--- config.mk ---
export PLATFORM = sky130hd
export DESIGN_NAME = mux8_rr_sched
export DESIGN_NICKNAME = d
export VERILOG_FILES = /design/src/rtl/mux8_rr_sched_pkg.sv /design/src/rtl/mux8_rr_pick.sv /design/src/rtl/mux8_rr_sched.sv
export SDC_FILE = /design/constraint.sdc
export NUM_CORES = 1
export LEC_CHECK = 0
export ABC_AREA = 1
export BUFFER_PORTS_ARGS = -buffer_cell sky130_fd_sc_hd__buf_2
export CAP_MARGIN = 20
export CORE_AREA = 2 2 63 65
export CTS_CLUSTER_SIZE = 8
export DETAILED_ROUTE_END_ITERATION = 16
export DIE_AREA = 0 0 65 67
export PLACE_DENSITY = 0.83
export SLEW_MARGIN = 20
export SYNTH_ARGS = -nofsm -noshare
export SYNTH_HDL_FRONTEND = slang
export SYNTH_SLANG_ARGS = --single-unit
--- constraint.sdc ---
create_clock -name clk -period 2.65 [get_ports clk]
set_input_delay 0.795 -clock clk [delete_from_list [all_inputs] [get_ports clk]]
set_output_delay 0.795 -clock clk [all_outputs]
set_load 0.1 [all_outputs]
--- src/rtl/mux8_rr_sched_pkg.sv ---
// Shared types and constants for the mux8_rr_sched round-robin scheduler.
package mux8_rr_sched_pkg;

  typedef enum logic {
    IDLE = 1'b0,
    OWN  = 1'b1
  } state_e;

  localparam int NUM_REQ = 8;
  localparam int SEL_W   = 3;

  // After reset the last owner is 7, so requester 0 is scanned first.
  localparam logic [SEL_W-1:0] PTR_RST = 3'd7;

endpackage

--- src/rtl/mux8_rr_pick.sv ---
// Combinational rotating-priority picker: first set req bit scanning ptr+1 .. ptr+8 (mod 8).
module mux8_rr_pick
  import mux8_rr_sched_pkg::*;
(
  input  logic [NUM_REQ-1:0] req,
  input  logic [SEL_W-1:0]   ptr,
  output logic               found,
  output logic [SEL_W-1:0]   idx,
  output logic [NUM_REQ-1:0] onehot
);

  logic [SEL_W-1:0] cand;
  logic             hit;

  // The eighth candidate wraps back to ptr itself, giving it lowest priority.
  always_comb begin
    found  = 1'b0;
    idx    = {SEL_W{1'b0}};
    cand   = ptr;
    hit    = 1'b0;
    for (int k = 1; k <= NUM_REQ; k++) begin
      cand  = ptr + SEL_W'(k);
      hit   = !found && req[cand];
      idx   = hit ? cand : idx;
      found = found | hit;
    end
    onehot = found ? ({{(NUM_REQ-1){1'b0}}, 1'b1} << idx) : {NUM_REQ{1'b0}};
  end

endmodule

--- src/rtl/mux8_rr_sched.sv ---
// Round-robin owner scheduler for the shared 8:1 single-bit mux, with registered data output.
// Optional owner hold limit compiled in by defining MUX8_SCHED_HOLD_LIMIT_EN.
module mux8_rr_sched
  import mux8_rr_sched_pkg::*;
#(
  parameter int MAX_HOLD = 4
) (
  input  logic               clk,
  input  logic               rst,
  input  logic [NUM_REQ-1:0] req,
  input  logic [NUM_REQ-1:0] i,
  output logic [NUM_REQ-1:0] grant,
  output logic [SEL_W-1:0]   sel,
  output logic               busy,
  output logic               dout,
  output logic               dout_vld
);

  if (MAX_HOLD < 1 || MAX_HOLD > 15) begin : g_bad_max_hold
    $error("mux8_rr_sched: MAX_HOLD must be in 1..15");
  end

  state_e             state_q, state_d;
  logic [NUM_REQ-1:0] grant_q, grant_d;
  logic [SEL_W-1:0]   sel_q, sel_d;
  logic [SEL_W-1:0]   ptr_q, ptr_d;
  logic               busy_q, busy_d;
  logic               dout_q, dout_d;
  logic               dout_vld_q, dout_vld_d;

  logic               hold_hit;
  logic               rel;
  logic [SEL_W-1:0]   pick_ptr;
  logic               pick_found;
  logic [SEL_W-1:0]   pick_idx;
  logic [NUM_REQ-1:0] pick_onehot;

  // While owning, arbitration is only consumed on release, where the owner becomes the new pointer.
  assign rel      = (state_q == OWN) && (!req[sel_q] || hold_hit);
  assign pick_ptr = (state_q == OWN) ? sel_q : ptr_q;

  mux8_rr_pick u_pick (
    .req    (req),
    .ptr    (pick_ptr),
    .found  (pick_found),
    .idx    (pick_idx),
    .onehot (pick_onehot)
  );

`ifdef MUX8_SCHED_HOLD_LIMIT_EN
  logic [3:0] cnt_q, cnt_d;

  assign hold_hit = (cnt_q == 4'(MAX_HOLD));

  always_comb begin
    cnt_d = cnt_q;
    if (state_q == IDLE) begin
      cnt_d = pick_found ? 4'd1 : cnt_q;
    end else if (rel) begin
      cnt_d = pick_found ? 4'd1 : 4'd0;
    end else begin
      cnt_d = cnt_q + 4'd1;
    end
  end

  always_ff @(posedge clk) begin
    if (rst) begin
      cnt_q <= 4'd0;
    end else begin
      cnt_q <= cnt_d;
    end
  end
`else
  assign hold_hit = 1'b0;
`endif

  always_comb begin
    state_d    = state_q;
    grant_d    = grant_q;
    sel_d      = sel_q;
    busy_d     = busy_q;
    ptr_d      = ptr_q;
    unique case (state_q)
      IDLE: begin
        if (pick_found) begin
          state_d = OWN;
          grant_d = pick_onehot;
          sel_d   = pick_idx;
          busy_d  = 1'b1;
        end else begin
          grant_d = {NUM_REQ{1'b0}};
          busy_d  = 1'b0;
        end
      end
      OWN: begin
        if (rel) begin
          ptr_d = sel_q;
          if (pick_found) begin
            grant_d = pick_onehot;
            sel_d   = pick_idx;
            busy_d  = 1'b1;
          end else begin
            state_d = IDLE;
            grant_d = {NUM_REQ{1'b0}};
            busy_d  = 1'b0;
          end
        end else begin
          state_d = OWN;
        end
      end
      default: begin
        state_d = IDLE;
        grant_d = {NUM_REQ{1'b0}};
        busy_d  = 1'b0;
      end
    endcase
    // Data beat follows the grant by one cycle; dout holds while idle.
    dout_d     = busy_q ? i[sel_q] : dout_q;
    dout_vld_d = busy_q;
  end

  always_ff @(posedge clk) begin
    if (rst) begin
      state_q    <= IDLE;
      grant_q    <= {NUM_REQ{1'b0}};
      sel_q      <= {SEL_W{1'b0}};
      ptr_q      <= PTR_RST;
      busy_q     <= 1'b0;
      dout_q     <= 1'b0;
      dout_vld_q <= 1'b0;
    end else begin
      state_q    <= state_d;
      grant_q    <= grant_d;
      sel_q      <= sel_d;
      ptr_q      <= ptr_d;
      busy_q     <= busy_d;
      dout_q     <= dout_d;
      dout_vld_q <= dout_vld_d;
    end
  end

  assign grant    = grant_q;
  assign sel      = sel_q;
  assign busy     = busy_q;
  assign dout     = dout_q;
  assign dout_vld = dout_vld_q;

endmodule

==> flow_metrics.py <==
metrics = {
    "outcome": {
        "outcome": "finished clean",
    },
    "setup_path": {
        "cp_slowest_cell": "dfxtp_4",
        "endpoint_kind": "flip-flop",
        "cp.arrival_ns": 2.73,
        "slowest_delay_ns": 0.41,
        "reg2regPathDepth": 19,
        "cp_max_fo": 6,
        "path_cells": "inv_8 -> buf_4 -> nand2_8 -> nand2_4 -> ha_4 -> inv_1 -> nand2_1 -> nand2_2 -> nand3_1 -> nand2_2 -> nand3_4 -> nor2_4 -> nand4_4 -> nor2_4 -> buf_4 -> o21ai_2 -> nor2_2 -> nand2_1 -> a21oi_2",
        "required_ns": 2.84,
        "worst-setup-path-type": "flip-flop to flip-flop",
        "startpoint_type": "flip-flop",
    },
    "pwr": {
        "power_frac_seq": 0.130,
        "p_int_uw": 1260,
        "p_sw_frac": 0.616,
        "irDropWorstVdd_mv": 0.884,
        "p_leak_uw": 0.00119,
        "switchingPower_uw": 2020,
        "power_frac_comb": 0.812,
        "p_total_uw": 3270,
        "pwr_density_cell_nw_per_um2": 1370,
        "p_clk_frac": 0.059,
    },
    "routing": {
        "vias": 2301,
        "drc_errors": 0,
        "wl_mm": 5.50,
        "postRouteAntennaNets": 0,
        "wl_per_cell_um": 13.4,
        "dr.first_iter.drc_count": 110,
        "via_per_inst": 5.60,
        "dr.pass1.iters": 4,
    },
    "worst_hold_path": {
        "holdPathStages": 2,
        "hold_class": "flip-flop to flip-flop",
    },
    "logic_synthesis": {
        "yosysSeqAreaShare": 0.188,
        "yosysTopAreaCellShare": 0.188,
        "synth.distinct_cells": 32,
        "yosysMostFrequentCell": "nand2_1",
        "synth_ff_type": "dfxtp_1",
        "ys_async_sr_fraction": 0,
        "syn_nets": 335,
        "synth_top_cell_by_area": "dfxtp_1",
        "yosys_warnings": 0,
        "netlist_instances": 315,
        "synth_edf_count": 0,
        "synthTopCellsByCount": "77 x nand2_1, 57 x nand3_1, 37 x nor2_1, 30 x inv_1, 18 x dfxtp_1",
        "synth_seq_cells": 18,
        "avgSynthCellArea_sq_um": 6.09,
        "synthesis.area_sq_um": 1920,
        "synth_area_leaders": "dfxtp_1 19%, nand2_1 15%, nand3_1 15%",
    },
    "sta": {
        "finalCriticalPeriod_ns": 2.55,
        "worst_slew_pin_slew_ns": 0.490,
        "slew_violations": 0,
        "hold_viol": 0,
        "fin_skew_ns": 0.00308,
        "fin_crit_sh": 0.961,
        "finalSetupViolCount": 0,
        "rsz0062_at_grt": "true",
        "max_freq_mhz": 393,
        "relSlewSlack": 0.675,
        "whs_ns": 0.461,
    },
    "floorplanning": {
        "dieArea_sq_um": 4360,
        "fp-row-count": 22,
        "die_h_um": 67,
        "core-area_sq_um": 3610,
        "num_io_pins": 32,
        "die_x_um": 65,
        "start_util": 0.532,
    },
    "cells_and_area": {
        "nets": 384,
        "final_cells": 411,
        "final_util": 0.663,
        "drive_gt1_frac": 0.339,
        "antennaDiodeCount": 0,
        "syn2layout_area_growth_pct": 24.5,
        "stdcell_area_sq_um": 2390,
    },
    "placement": {
        "dp.cells": 403,
        "hpwl_mm": 4.14,
        "placed_area_sq_um": 2200,
        "io_buffers": 31,
        "gp_congestion": 0.896,
    },
    "clock_tree": {
        "cts_tree": "done",
        "htreeDepth": 1,
        "postCtsHoldBufs": 0,
        "clk_path_buf_depth": 2,
        "cts-buffers-inserted": 3,
        "clock_latency_ns": 0.25,
        "clock_sinks": 18,
        "clkTransAtPathRegs_ns": 0.07,
        "root_buffer": "clkbuf_8",
    },
    "grt": {
        "track_usage": 0.253,
        "grt_antenna_before_repair": 0,
        "grt_max_degree": 14,
        "grt-ovfl-total": 0,
        "grt_pass1_wl_mm": 8.68,
        "grt_pass1_vias": 1973,
    },
    "flow_run": {
        "drv_cap": 0,
    },
}
-- per-stage QoR --
stage,setup WS (ns),TNS [ns]
3_5_place_dp,-0.0210,-0.0865
3_3_place_gp,0.0476,0
6_report,0.103,0
5_1_grt,-0.0926,-0.420
2_1_floorplan,0.0925,0
4_1_cts,0.0537,0
-- power by group through the flow --
stage | registers (uW) | logic (uW) | clock network, uW
after global routing | 435 | 2900 | 207
final | 424 | 2660 | 193
after CTS | 420 | 2420 | 194
after global placement | 422 | 2380 | 0
after detailed placement | 425 | 2410 | 0
after floorplan | 909 | 1440 | 0
-- state kept, by name, summed over array words and instances (netlist names) --
| register | flops |
|---|---|
| state_q | 1 |
| sel | 3 |
| dout_vld | 1 |
| busy | 1 |
| ptr_q | 3 |
| dout | 1 |
| grant | 8 |
-- critical path: cells and delay by family, from the launching register on --
kind | cells | cell delay [ns]
fa+ha+maj | 1 | 0.17
buf+inv | 4 | 0.38
simple gates | 12 | 1.32
compound gates | 2 | 0.18
flops | 1 | 0.41
-- cells in the final DEF (no fill, tap or decap), drive strengths merged --
master | netlist | routed
o221ai | 1 | 1
dfxtp | 18 | 18
clkbuf | 1 | 4
nand3 | 69 | 69
o22ai | 1 | 1
nor2 | 43 | 43
nand2 | 93 | 93
nand4 | 6 | 6
o211ai | 4 | 4
a31oi | 1 | 1
inv | 35 | 35
o21ai | 18 | 18
a21oi | 14 | 14
buf | 7 | 52
ha | 2 | 2
o21a | 1 | 1
o21bai | 1 | 1
-- routing by layer --
metal / GRT usage / up-vias / wire, um
met5: 0 / - / 0
met4: 0.112 / 0 / 161
met3: 0.0169 / 17 / 323
met2: 0.466 / 103 / 2790
met1: 0.298 / 1040 / 2230
li1: - / 1141 / -
-- cells by family after synthesis --
logic type / synth area share
flops: 0.188
buf+inv: 0.107
simple gates: 0.559
compound gates: 0.134
fa+ha+maj: 0.0130
-- final timing paths --
kind                                               to  slack, ns             startpoint
worst max register to register  grant[1]$_SDFFE_PP0N_       0.10     state_q$_SDFF_PP0_
worst max-delay path            grant[1]$_SDFFE_PP0N_       0.10     state_q$_SDFF_PP0_
worst min register to register  grant[4]$_SDFFE_PP0N_       0.46  grant[4]$_SDFFE_PP0N_
worst min-delay path            grant[4]$_SDFFE_PP0N_       0.46  grant[4]$_SDFFE_PP0N_
-- final cells by class --
| cell class | instances | area (sq um) |
|---|---|---|
| clock buffers | 4 | 45.0 |
| fillers | 307 | 1220 |
| inverters | 35 | 141 |
| multi-input cells | 254 | 1440 |
| flip-flops and latches | 18 | 373 |
| well taps | 48 | 60.1 |
| repair buffers | 52 | 332 |
-- what timing repair did --
item                       4_1_cts  5_1_grt
buffers inserted                 0        4
resized for setup                1       28
setup endpoints to repair        7       11
pin swaps                        0       11
(Power assumes the default switching activity.)
